**src/rtl/draw_pkg.sv**
```systemverilog
`default_nettype none
// +----------------------------------------------------------------------------+
// | Package   : draw_pkg                                                       |
// | Purpose   : Shared types and constants for the sprite frame scheduler:     |
// |             FSM state encoding, sprite slot indices, clear-job selector.   |
// | Revision  : 1.0 - initial release                                          |
// +----------------------------------------------------------------------------+
package draw_pkg;

  typedef enum logic [2:0] {
    IDLE   = 3'd0,
    SCAN   = 3'd1,
    ISSUE  = 3'd2,
    WAIT   = 3'd3,
    FINISH = 3'd4
  } state_t;

  // Slot map of the default six-slot configuration.
  localparam int OBJ_PLAYER = 0;
  localparam int OBJ_ENEMY1 = 1;
  localparam int OBJ_ENEMY2 = 2;
  localparam int OBJ_ENEMY3 = 3;
  localparam int OBJ_ENEMY4 = 4;
  localparam int OBJ_BULLET = 5;

  localparam int NUM_OBJ_DEFAULT = 6;
  // The clear job uses the first index past the last sprite slot.
  localparam int CLEAR_SEL = NUM_OBJ_DEFAULT;

endpackage
`default_nettype wire

```
**src/rtl/draw_prio_enc.sv**
```systemverilog
`default_nettype none
// +----------------------------------------------------------------------------+
// | Module    : draw_prio_enc                                                  |
// | Purpose   : Combinational lowest-set-bit encoder.                          |
// | Ports     : i_req [N-1:0] request mask                                     |
// |             o_idx [W-1:0] index of the lowest set bit (0 when none set)    |
// |             o_any         at least one bit of i_req is set                 |
// | Revision  : 1.0 - initial release                                          |
// +----------------------------------------------------------------------------+
module draw_prio_enc #(
  parameter int N = 6,
  parameter int W = 4
) (
  input  logic [N-1:0] i_req,
  output logic [W-1:0] o_idx,
  output logic         o_any
);

  // Scan from the top down so the lowest set bit is the last one written.
  always_comb begin
    o_idx = '0;
    for (int i = N - 1; i >= 0; i--) begin
      if (i_req[i]) begin
        o_idx = W'(i);
      end
    end
  end

  assign o_any = |i_req;

endmodule
`default_nettype wire

```
**src/rtl/draw_sequencer.sv**
```systemverilog
`default_nettype none
// +----------------------------------------------------------------------------+
// | Module    : draw_sequencer                                                 |
// | Purpose   : Frame-level scheduler for the sprite renderer. Walks the       |
// |             active sprite slots in index order (optionally after a         |
// |             background clear) and hands one job at a time to the pixel    |
// |             drawer through a start/done handshake. Includes a per-job      |
// |             watchdog and a one-deep queue for early frame requests.        |
// | Ports     : clk, resetn (async, active low)                                |
// |             frame_start, obj_active[NUM_OBJ], draw_done          (in)      |
// |             draw_start, draw_sel[SEL_W], draw_clear, busy,                 |
// |             frame_done, timeout_err, overrun_err                 (out)     |
// | Revision  : 1.0 - initial release                                          |
// +----------------------------------------------------------------------------+
module draw_sequencer
  import draw_pkg::*;
#(
  parameter int NUM_OBJ     = NUM_OBJ_DEFAULT,
  parameter int SEL_W       = 4,
  parameter bit CLEAR_EN    = 1'b1,
  parameter int TIMEOUT_CYC = 65535
) (
  input  logic               clk,
  input  logic               resetn,
  input  logic               frame_start,
  input  logic [NUM_OBJ-1:0] obj_active,
  input  logic               draw_done,
  output logic               draw_start,
  output logic [SEL_W-1:0]   draw_sel,
  output logic               draw_clear,
  output logic               busy,
  output logic               frame_done,
  output logic               timeout_err,
  output logic               overrun_err
);

  // Watchdog counter is wide enough to hold TIMEOUT_CYC and saturates.
  localparam int                c_CNT_W     = (TIMEOUT_CYC > 0) ? $clog2(TIMEOUT_CYC + 1) : 1;
  localparam logic [c_CNT_W-1:0] c_CNT_LAST = (TIMEOUT_CYC > 0) ? c_CNT_W'(TIMEOUT_CYC - 1) : '0;
  localparam logic [SEL_W-1:0]   c_CLR_SEL  = SEL_W'(NUM_OBJ);

  state_t               state_q,   state_d;
  logic [NUM_OBJ-1:0]   pending_q, pending_d;
  logic [SEL_W-1:0]     sel_q,     sel_d;
  logic                 clear_q,   clear_d;
  logic                 busy_q,    busy_d;
  logic                 queued_q,  queued_d;
  logic [c_CNT_W-1:0]   wdog_q,    wdog_d;
  logic                 timeout_q, timeout_d;
  logic                 overrun_q, overrun_d;

  logic                 w_begin_frame;
  logic                 w_timeout_hit;
  logic [SEL_W-1:0]     w_scan_idx;
  logic                 w_scan_any;

  draw_prio_enc #(
    .N (NUM_OBJ),
    .W (SEL_W)
  ) u_prio_enc (
    .i_req (pending_q),
    .o_idx (w_scan_idx),
    .o_any (w_scan_any)
  );

  assign w_timeout_hit = (TIMEOUT_CYC != 0) && (wdog_q == c_CNT_LAST);

  always_comb begin
    state_d       = state_q;
    pending_d     = pending_q;
    sel_d         = sel_q;
    clear_d       = clear_q;
    busy_d        = busy_q;
    queued_d      = queued_q;
    wdog_d        = wdog_q;
    timeout_d     = timeout_q;
    overrun_d     = overrun_q;
    w_begin_frame = 1'b0;

    // Requests arriving while a frame is in flight: keep one, drop the rest.
    if (frame_start && (state_q != IDLE)) begin
      if (queued_q) begin
        overrun_d = 1'b1;
      end else begin
        queued_d = 1'b1;
      end
    end

    case (state_q)
      IDLE: begin
        if (frame_start) begin
          w_begin_frame = 1'b1;
        end
      end
      SCAN: begin
        if (!w_scan_any) begin
          state_d = FINISH;
        end else begin
          sel_d   = w_scan_idx;
          clear_d = 1'b0;
          state_d = ISSUE;
        end
      end
      ISSUE: begin
        wdog_d  = '0;
        state_d = WAIT;
      end
      WAIT: begin
        if (draw_done || w_timeout_hit) begin
          // A done in the timeout cycle still counts as a clean finish.
          if (!draw_done) begin
            timeout_d = 1'b1;
          end
          // The clear job index lies outside the mask, so it retires nothing.
          for (int i = 0; i < NUM_OBJ; i++) begin
            if (!clear_q && (sel_q == SEL_W'(i))) begin
              pending_d[i] = 1'b0;
            end
          end
          state_d = SCAN;
        end else if (wdog_q != {c_CNT_W{1'b1}}) begin
          wdog_d = wdog_q + 1'b1;
        end
      end
      FINISH: begin
        // A request landing in this very cycle is queued and consumed at once.
        if (queued_q || frame_start) begin
          queued_d      = 1'b0;
          w_begin_frame = 1'b1;
        end else begin
          busy_d  = 1'b0;
          state_d = IDLE;
        end
      end
      default: begin
        state_d = IDLE;
      end
    endcase

    if (w_begin_frame) begin
      pending_d = obj_active;
      busy_d    = 1'b1;
      if (CLEAR_EN) begin
        sel_d   = c_CLR_SEL;
        clear_d = 1'b1;
        state_d = ISSUE;
      end else begin
        state_d = SCAN;
      end
    end
  end

  always_ff @(posedge clk or negedge resetn) begin
    if (!resetn) begin
      state_q   <= IDLE;
      pending_q <= '0;
      sel_q     <= '0;
      clear_q   <= 1'b0;
      busy_q    <= 1'b0;
      queued_q  <= 1'b0;
      wdog_q    <= '0;
      timeout_q <= 1'b0;
      overrun_q <= 1'b0;
    end else begin
      state_q   <= state_d;
      pending_q <= pending_d;
      sel_q     <= sel_d;
      clear_q   <= clear_d;
      busy_q    <= busy_d;
      queued_q  <= queued_d;
      wdog_q    <= wdog_d;
      timeout_q <= timeout_d;
      overrun_q <= overrun_d;
    end
  end

  assign draw_start  = (state_q == ISSUE);
  assign frame_done  = (state_q == FINISH);
  assign draw_sel    = sel_q;
  assign draw_clear  = clear_q;
  assign busy        = busy_q;
  assign timeout_err = timeout_q;
  assign overrun_err = overrun_q;

endmodule
`default_nettype wire
```
**config.mk**
```make
export PLATFORM = sky130hd
export DESIGN_NAME = draw_sequencer
export DESIGN_NICKNAME = d
export VERILOG_FILES = /design/src/rtl/draw_pkg.sv /design/src/rtl/draw_prio_enc.sv /design/src/rtl/draw_sequencer.sv
export SDC_FILE = /design/constraint.sdc
export NUM_CORES = 1
export LEC_CHECK = 0
export BUFFER_PORTS_ARGS = -buffer_cell sky130_fd_sc_hd__buf_2
export CORE_ASPECT_RATIO = 1.1
export CORE_MARGIN = 4
export CORE_UTILIZATION = 62
export CTS_CLUSTER_DIAMETER = 30
export DETAILED_ROUTE_END_ITERATION = 10
export GPL_TIMING_DRIVEN = 1
export PLACE_DENSITY = 0.87
export SLEW_MARGIN = 40
export SYNTH_ARGS = -nofsm -noshare
export SYNTH_HDL_FRONTEND = slang
export SYNTH_SLANG_ARGS = --single-unit
```
**constraint.sdc**
```tcl
create_clock -name clk -period 2.65 [get_ports clk]
set_input_delay 0.53 -clock clk [delete_from_list [all_inputs] [get_ports clk]]
set_output_delay 0.53 -clock clk [all_outputs]
set_load 0.01 [all_outputs]
```
## After elaboration in Yosys (flattened, before gate mapping)

Index checks and enable logic that the tools add are counted.

- Bits in registers: 34
- Logic and storage cells: 109

- Mux-type cells: 38
- Bitwise logic cells: 1
- Equality and inequality tests: 17
- Reductions and logical operators: 38
- Add/subtract/negate cells: 1

Operators by type and width:

| operator | count |
|---|---|
| $mux 16 | 2 |
| $pmux 16 s2 | 1 |
| $mux 3 | 10 |
| $reduce_and 3->1 | 9 |
| $reduce_bool 2->1 | 12 |
| $mux 6 | 3 |
| $mux 1 | 17 |
| $add 16x1->16 const B | 1 |
| $eq 16x16->1 const B | 1 |
| $ne 16x16->1 const B | 1 |
| $pmux 3 s5 | 1 |
| $mux 4 | 3 |
| $eq 4x2->1 const B | 2 |
| $eq 4x3->1 const B | 2 |
| $ne 2x2->1 const B | 4 |
| $logic_and 1x1->1 | 7 |
| $eq 3x2->1 const B | 2 |
| $ne 3x3->1 const B | 2 |
| $reduce_and 2->1 | 3 |
| $reduce_or 6->1 | 1 |
| $eq 4x1->1 const B | 1 |
| $logic_not 4->1 | 1 |
| $eq 3x1->1 const B | 1 |
| $eq 3x3->1 const B | 1 |
| 6 further kinds | 7 |

## Depth between registers and ports, before layout

- Depth in word-level cells: 9
- Mapped depth: 7
- Mapped depth without buffers: 6

## Hierarchy

Synthesis repeated with hierarchy kept, for this count alone.

- Cell total of the unflattened synthesis: 212
- Area total of the unflattened synthesis: 2029.4 sq um

By module, submodules not included:

| module | area each (sq um) | cells an instance | instances | seq. area each (sq um) |
|---|---|---|---|---|
| draw_sequencer | 1965.6 | 200 | 1 | 850.8 |
| draw_prio_enc | 63.8 | 12 | 1 | 0.0 |

## Least setup slack after synthesis

Ideal clock, no wire load.

- Path type: reg-to-reg
- Start point: register wdog_q[4]
- End point: register wdog_q[15]
- Library setup time: 0.134 ns
- Path buffers: 1
- Required time: 2.516 ns
- Cell stages (with the launch flop): 7
- Path slack: 0.867 ns
- Arrival time: 1.649 ns
- Cell sequence: dfrtp_1 nand4_2 or4_4 buf_6 o2111ai_2 or3_1 o211ai_1

- Cells in the longest elaborated chain, start to end: 4

Ends and longest elaborated chain:

| element | line | source |
|---|---|---|
| start: declaration | draw_sequencer.sv:48 | `logic [c_CNT_W-1:0] wdog_q, wdog_d;` |
| start signal: assignment | draw_sequencer.sv:171 | `wdog_q <= wdog_d;` |
| $add 16x1->16 or $eq 16x16->1 (tied branches) | draw_sequencer.sv:122, draw_sequencer.sv:66 |  |
| $mux 16 or $logic_or 1x1->1 (tied branches) | draw_sequencer.sv:121, draw_sequencer.sv:109 |  |
| $mux 16 or $ne 2x2->1 (tied branches) | - |  |
| $pmux 16 s2 or $reduce_and 3->1 (tied branches) | - |  |

Parallel ways exist; a longest one is shown, timed or not. The select of a mux whose other input is x is not followed.
A chain may end at the register's enable or synchronous reset.

## Final worst setup path

- Start point: register state_q[2]
- End point: output port draw_start

- Cells in the longest elaborated chain, start to end: 1

Ends and longest elaborated chain:

| element | line | source |
|---|---|---|
| start: declaration | draw_sequencer.sv:42 | `state_t state_q, state_d;` |
| start signal: assignment | draw_sequencer.sv:165 | `state_q <= state_d;` |
| $eq 3x2->1 | draw_sequencer.sv:177 | `assign draw_start = (state_q == ISSUE);` |
| end: declaration | draw_sequencer.sv:28 | `output logic draw_start,` |

No other way between the ends.

==> out/summary.txt <==
Gate power share - 33.7%
Switching Share - 40.70%
Internal - 968.0 µW
Post-DRT Antenna Nets - 0
library cells used by synthesis - 40
Final Wtd Congestion - 0.9169
FP Rows - 20
sw power - 664.4 µW
Max clock buf depth - 2
Max Slew Vio Count - 0
Layout Skew - 0.01354 ns
clock group share of total power - 19.7%
Hold WS - 0.2284 ns
peak fanout along the critical path - 10
port bufs - 18
Post-Route Setup TNS - 0 ns
GRT Residual Overflow - 0
final setup fails - 0
vias per inst - 6.325
Final Cell Area - 1968 µm²
FF+latch count, synth - 33
Clk Latency, worst-skew pair - 0.34 ns
total CTS buffers - 5
FFs w/ async S/R, synth - 100.0%
outcome - completed
initial antenna violation count - 0
# diodes - 0
Post-Syn Area - 1782 µm²
CP required - 2.12 ns
cts hold-fix bufs - 0
Hold Crit Class - in2async
syn avg cell area - 9.232 µm²
RSZ-0062 raised after global routing - no
H-tree depth - 2
final net count - 227
number of global-route vias before repair - 1510
final WL - 4032 µm
sequential share of power - 46.6%
Max VDD drop - 778.6 µV
Slew headroom - 45.54%
critical path endpoint category - primary output
drt wl/cell - 16.19 µm
fin crit share - 89.70%
Fin. Hold Viols - 0
pin count of the biggest net entering global routing - 34
vias - 1575
io pins - 20
Min Clock Period, post-route - 2.377 ns
syn_nets - 205
fraction of layout cells with a size suffix above 1 - 17.13%
drt initial violations - 95
commonest register cell after synthesis - dfrtp_1
Post-CTS Setup Inserts - 0
Post-synth EDFFs - 0
post-synthesis sequential area ratio - 46.35%
Worst Setup Start Kind - flip-flop
Die X - 59.11 µm
Placement Cell Area - 1892 µm²
DPL Wire Length - 2913 µm
post_cts resized - 0
Arr. time, crit path - 1.85 ns
die area - 3796 µm²
sequence of cells on the critical path - nand2b_2 -> clkinvlp_4 -> nand2_1 -> inv_1 -> buf_2
slowest cell on the critical path - dfrtp_1
yosys warns - 0
Die Y - 64.23 µm
Fmax - 0.4207 GHz
Starting Density - 64.73%
Worst-path clk slew - 0.11 ns
WS Path Type - reg2out
max-cap viol count - 0
Total GRT Usage - 24.77%
Residual DRC - 0
CTS root buf - clkbuf_4
Worst Max-Slew Pin Slew - 0.8125 ns
CTS tree - built
Synth-to-Final Area Change - 10.46%
Fillers - 211
Gate Count Post-Synth - 193
CORE AREA - 2753 µm²
CTS Sinks - 33
Lkg Pwr - 0.8858 nW
Pwr Density - 829.4 nW/µm²
Pre-antenna DRT Iters - 4
global-route wire length before repair - 7162 µm
CP max stage delay - 0.44 ns
routing by layer:
layer | global-route usage [%] | part of all wire (%) | vias to the layer above
li1 | - | - | 753
met1 | 33.81 | 43 | 749
met2 | 38.54 | 49 | 63
met3 | 5.051 | 6.6 | 10
met4 | 9.065 | 1.8 | 0
met5 | 0 | 0 | -
critical path: cells and delay by family (launching register included):
family	cells	cell delay (ns)
simple gates	2	0.51
buf+inv	3	0.55
flops	1	0.44
stage by stage:
| stage | cells | setup slack [ns] | power [mW] | util (%) |
|---|---|---|---|---|
| finish | 249 | 0.2729 | 1.632 | 71.50 |
| global route | 249 | 0.08842 | 1.770 | 71.50 |
| CTS | 249 | 0.1019 | 1.628 | 71.27 |
| detailed placement | 241 | 0.4901 | 1.302 | 68.73 |
| global placement | 241 | 0.5670 | 1.270 | 68.73 |
| floorplan | 193 | 0.8672 | 1.132 | - |
power by group through the flow:
stage | registers, mW | clock network, mW | logic [mW]
6_report | 0.761 | 0.321 | 0.551
5_1_grt | 0.781 | 0.357 | 0.631
4_1_cts | 0.755 | 0.330 | 0.543
3_5_place_dp | 0.765 | 0 | 0.538
3_3_place_gp | 0.755 | 0 | 0.515
2_1_floorplan | 0.727 | 0 | 0.406
state kept, by name (all words and copies together), names as in the netlist:
signal	count
draw_clear	1
draw_sel	3
wdog_q	16
pending_q	6
timeout_err	1
busy	1
state_q	3
overrun_err	1
queued_q	1
layout make-up:
class                   instances  area [µm²]  area share [%]
clock buffers                   7       65.06           3.306
repair buffers                 19       97.59           4.959
well taps                      33       41.29           2.098
flip-flops and latches         33       825.8           41.96
multi-input cells             144       884.6           44.95
inverters                      12       48.80           2.479
clock inverters                 1       5.005          0.2543
synthesized netlist by cell type (2+ instances only):
cell	count	share of area [%]
o2111ai_1	5	2.5
o21ai_0	5	1.4
and2_1	3	1.1
xor2_1	5	2.5
nor4_1	6	2.1
and3_1	3	1.1
dfrtp_1	33	46
ha_1	2	1.4
nand3_1	12	3.4
nand2_1	20	4.2
or3_1	5	1.8
nand4_1	3	1.1
o211ai_1	5	2.1
nand2b_1	6	2.1
a31oi_1	3	1.1
mux2i_1	6	3.4
a21oi_1	12	3.4
nor3_1	3	0.84
a41oi_1	2	0.98
o21ai_2	2	0.98
o31ai_1	2	0.84
inv_1	11	2.3
o22ai_1	4	1.4
nor2_1	18	3.8
buf_2	2	0.56
worst paths after layout:
check                             from  cells past startpoint            to  slack, ns
hold reg to reg            overrun_err                      1   overrun_err       0.47
hold / removal                  resetn                      1    wdog_q[12]       0.23
max in group asynchronous       resetn                      1     wdog_q[4]       1.96
min in group clk           overrun_err                      1   overrun_err       0.47
setup reg to reg             wdog_q[4]                      5  pending_q[3]       0.55
setup / recovery            state_q[2]                      5    draw_start       0.27
cell usage in the layout (no fill, tap or decap), types with 2 or more instances in the layout:
cell type / netlist / routed
mux2i_1: 6 / 6
ha_1: 2 / 2
a41oi_1: 2 / 2
nand2_1: 20 / 20
a21oi_1: 12 / 12
o21ai_2: 2 / 2
xor2_1: 5 / 5
inv_1: 11 / 11
o21ai_0: 5 / 5
and2_1: 3 / 3
clkbuf_4: 0 / 5
and3_1: 3 / 3
dfrtp_1: 33 / 33
o31ai_1: 2 / 2
or3_1: 5 / 5
nand3_1: 12 / 12
a31oi_1: 3 / 3
nor4_1: 6 / 6
nor3_1: 3 / 3
nor2_1: 18 / 18
o211ai_1: 5 / 5
o22ai_1: 4 / 4
clkbuf_8: 0 / 2
nand2b_1: 6 / 5
o2111ai_1: 5 / 5
buf_2: 2 / 18
nand4_1: 3 / 3
kinds of logic (layout without fill, tap and decap cells):
group,after synthesis,after routing,synth area share (%)
other,1,1,0.2105
AOI/OAI and AO/OA,44,44,16.92
and+or+nand+nor,86,86,25.14
buffers and inverters,16,39,4.143
DFF,33,33,46.35
muxes,6,6,3.371
adders and majority gates,2,2,1.404
xor gates and xnor gates,5,5,2.458
Power figures use the tool's default switching activity.
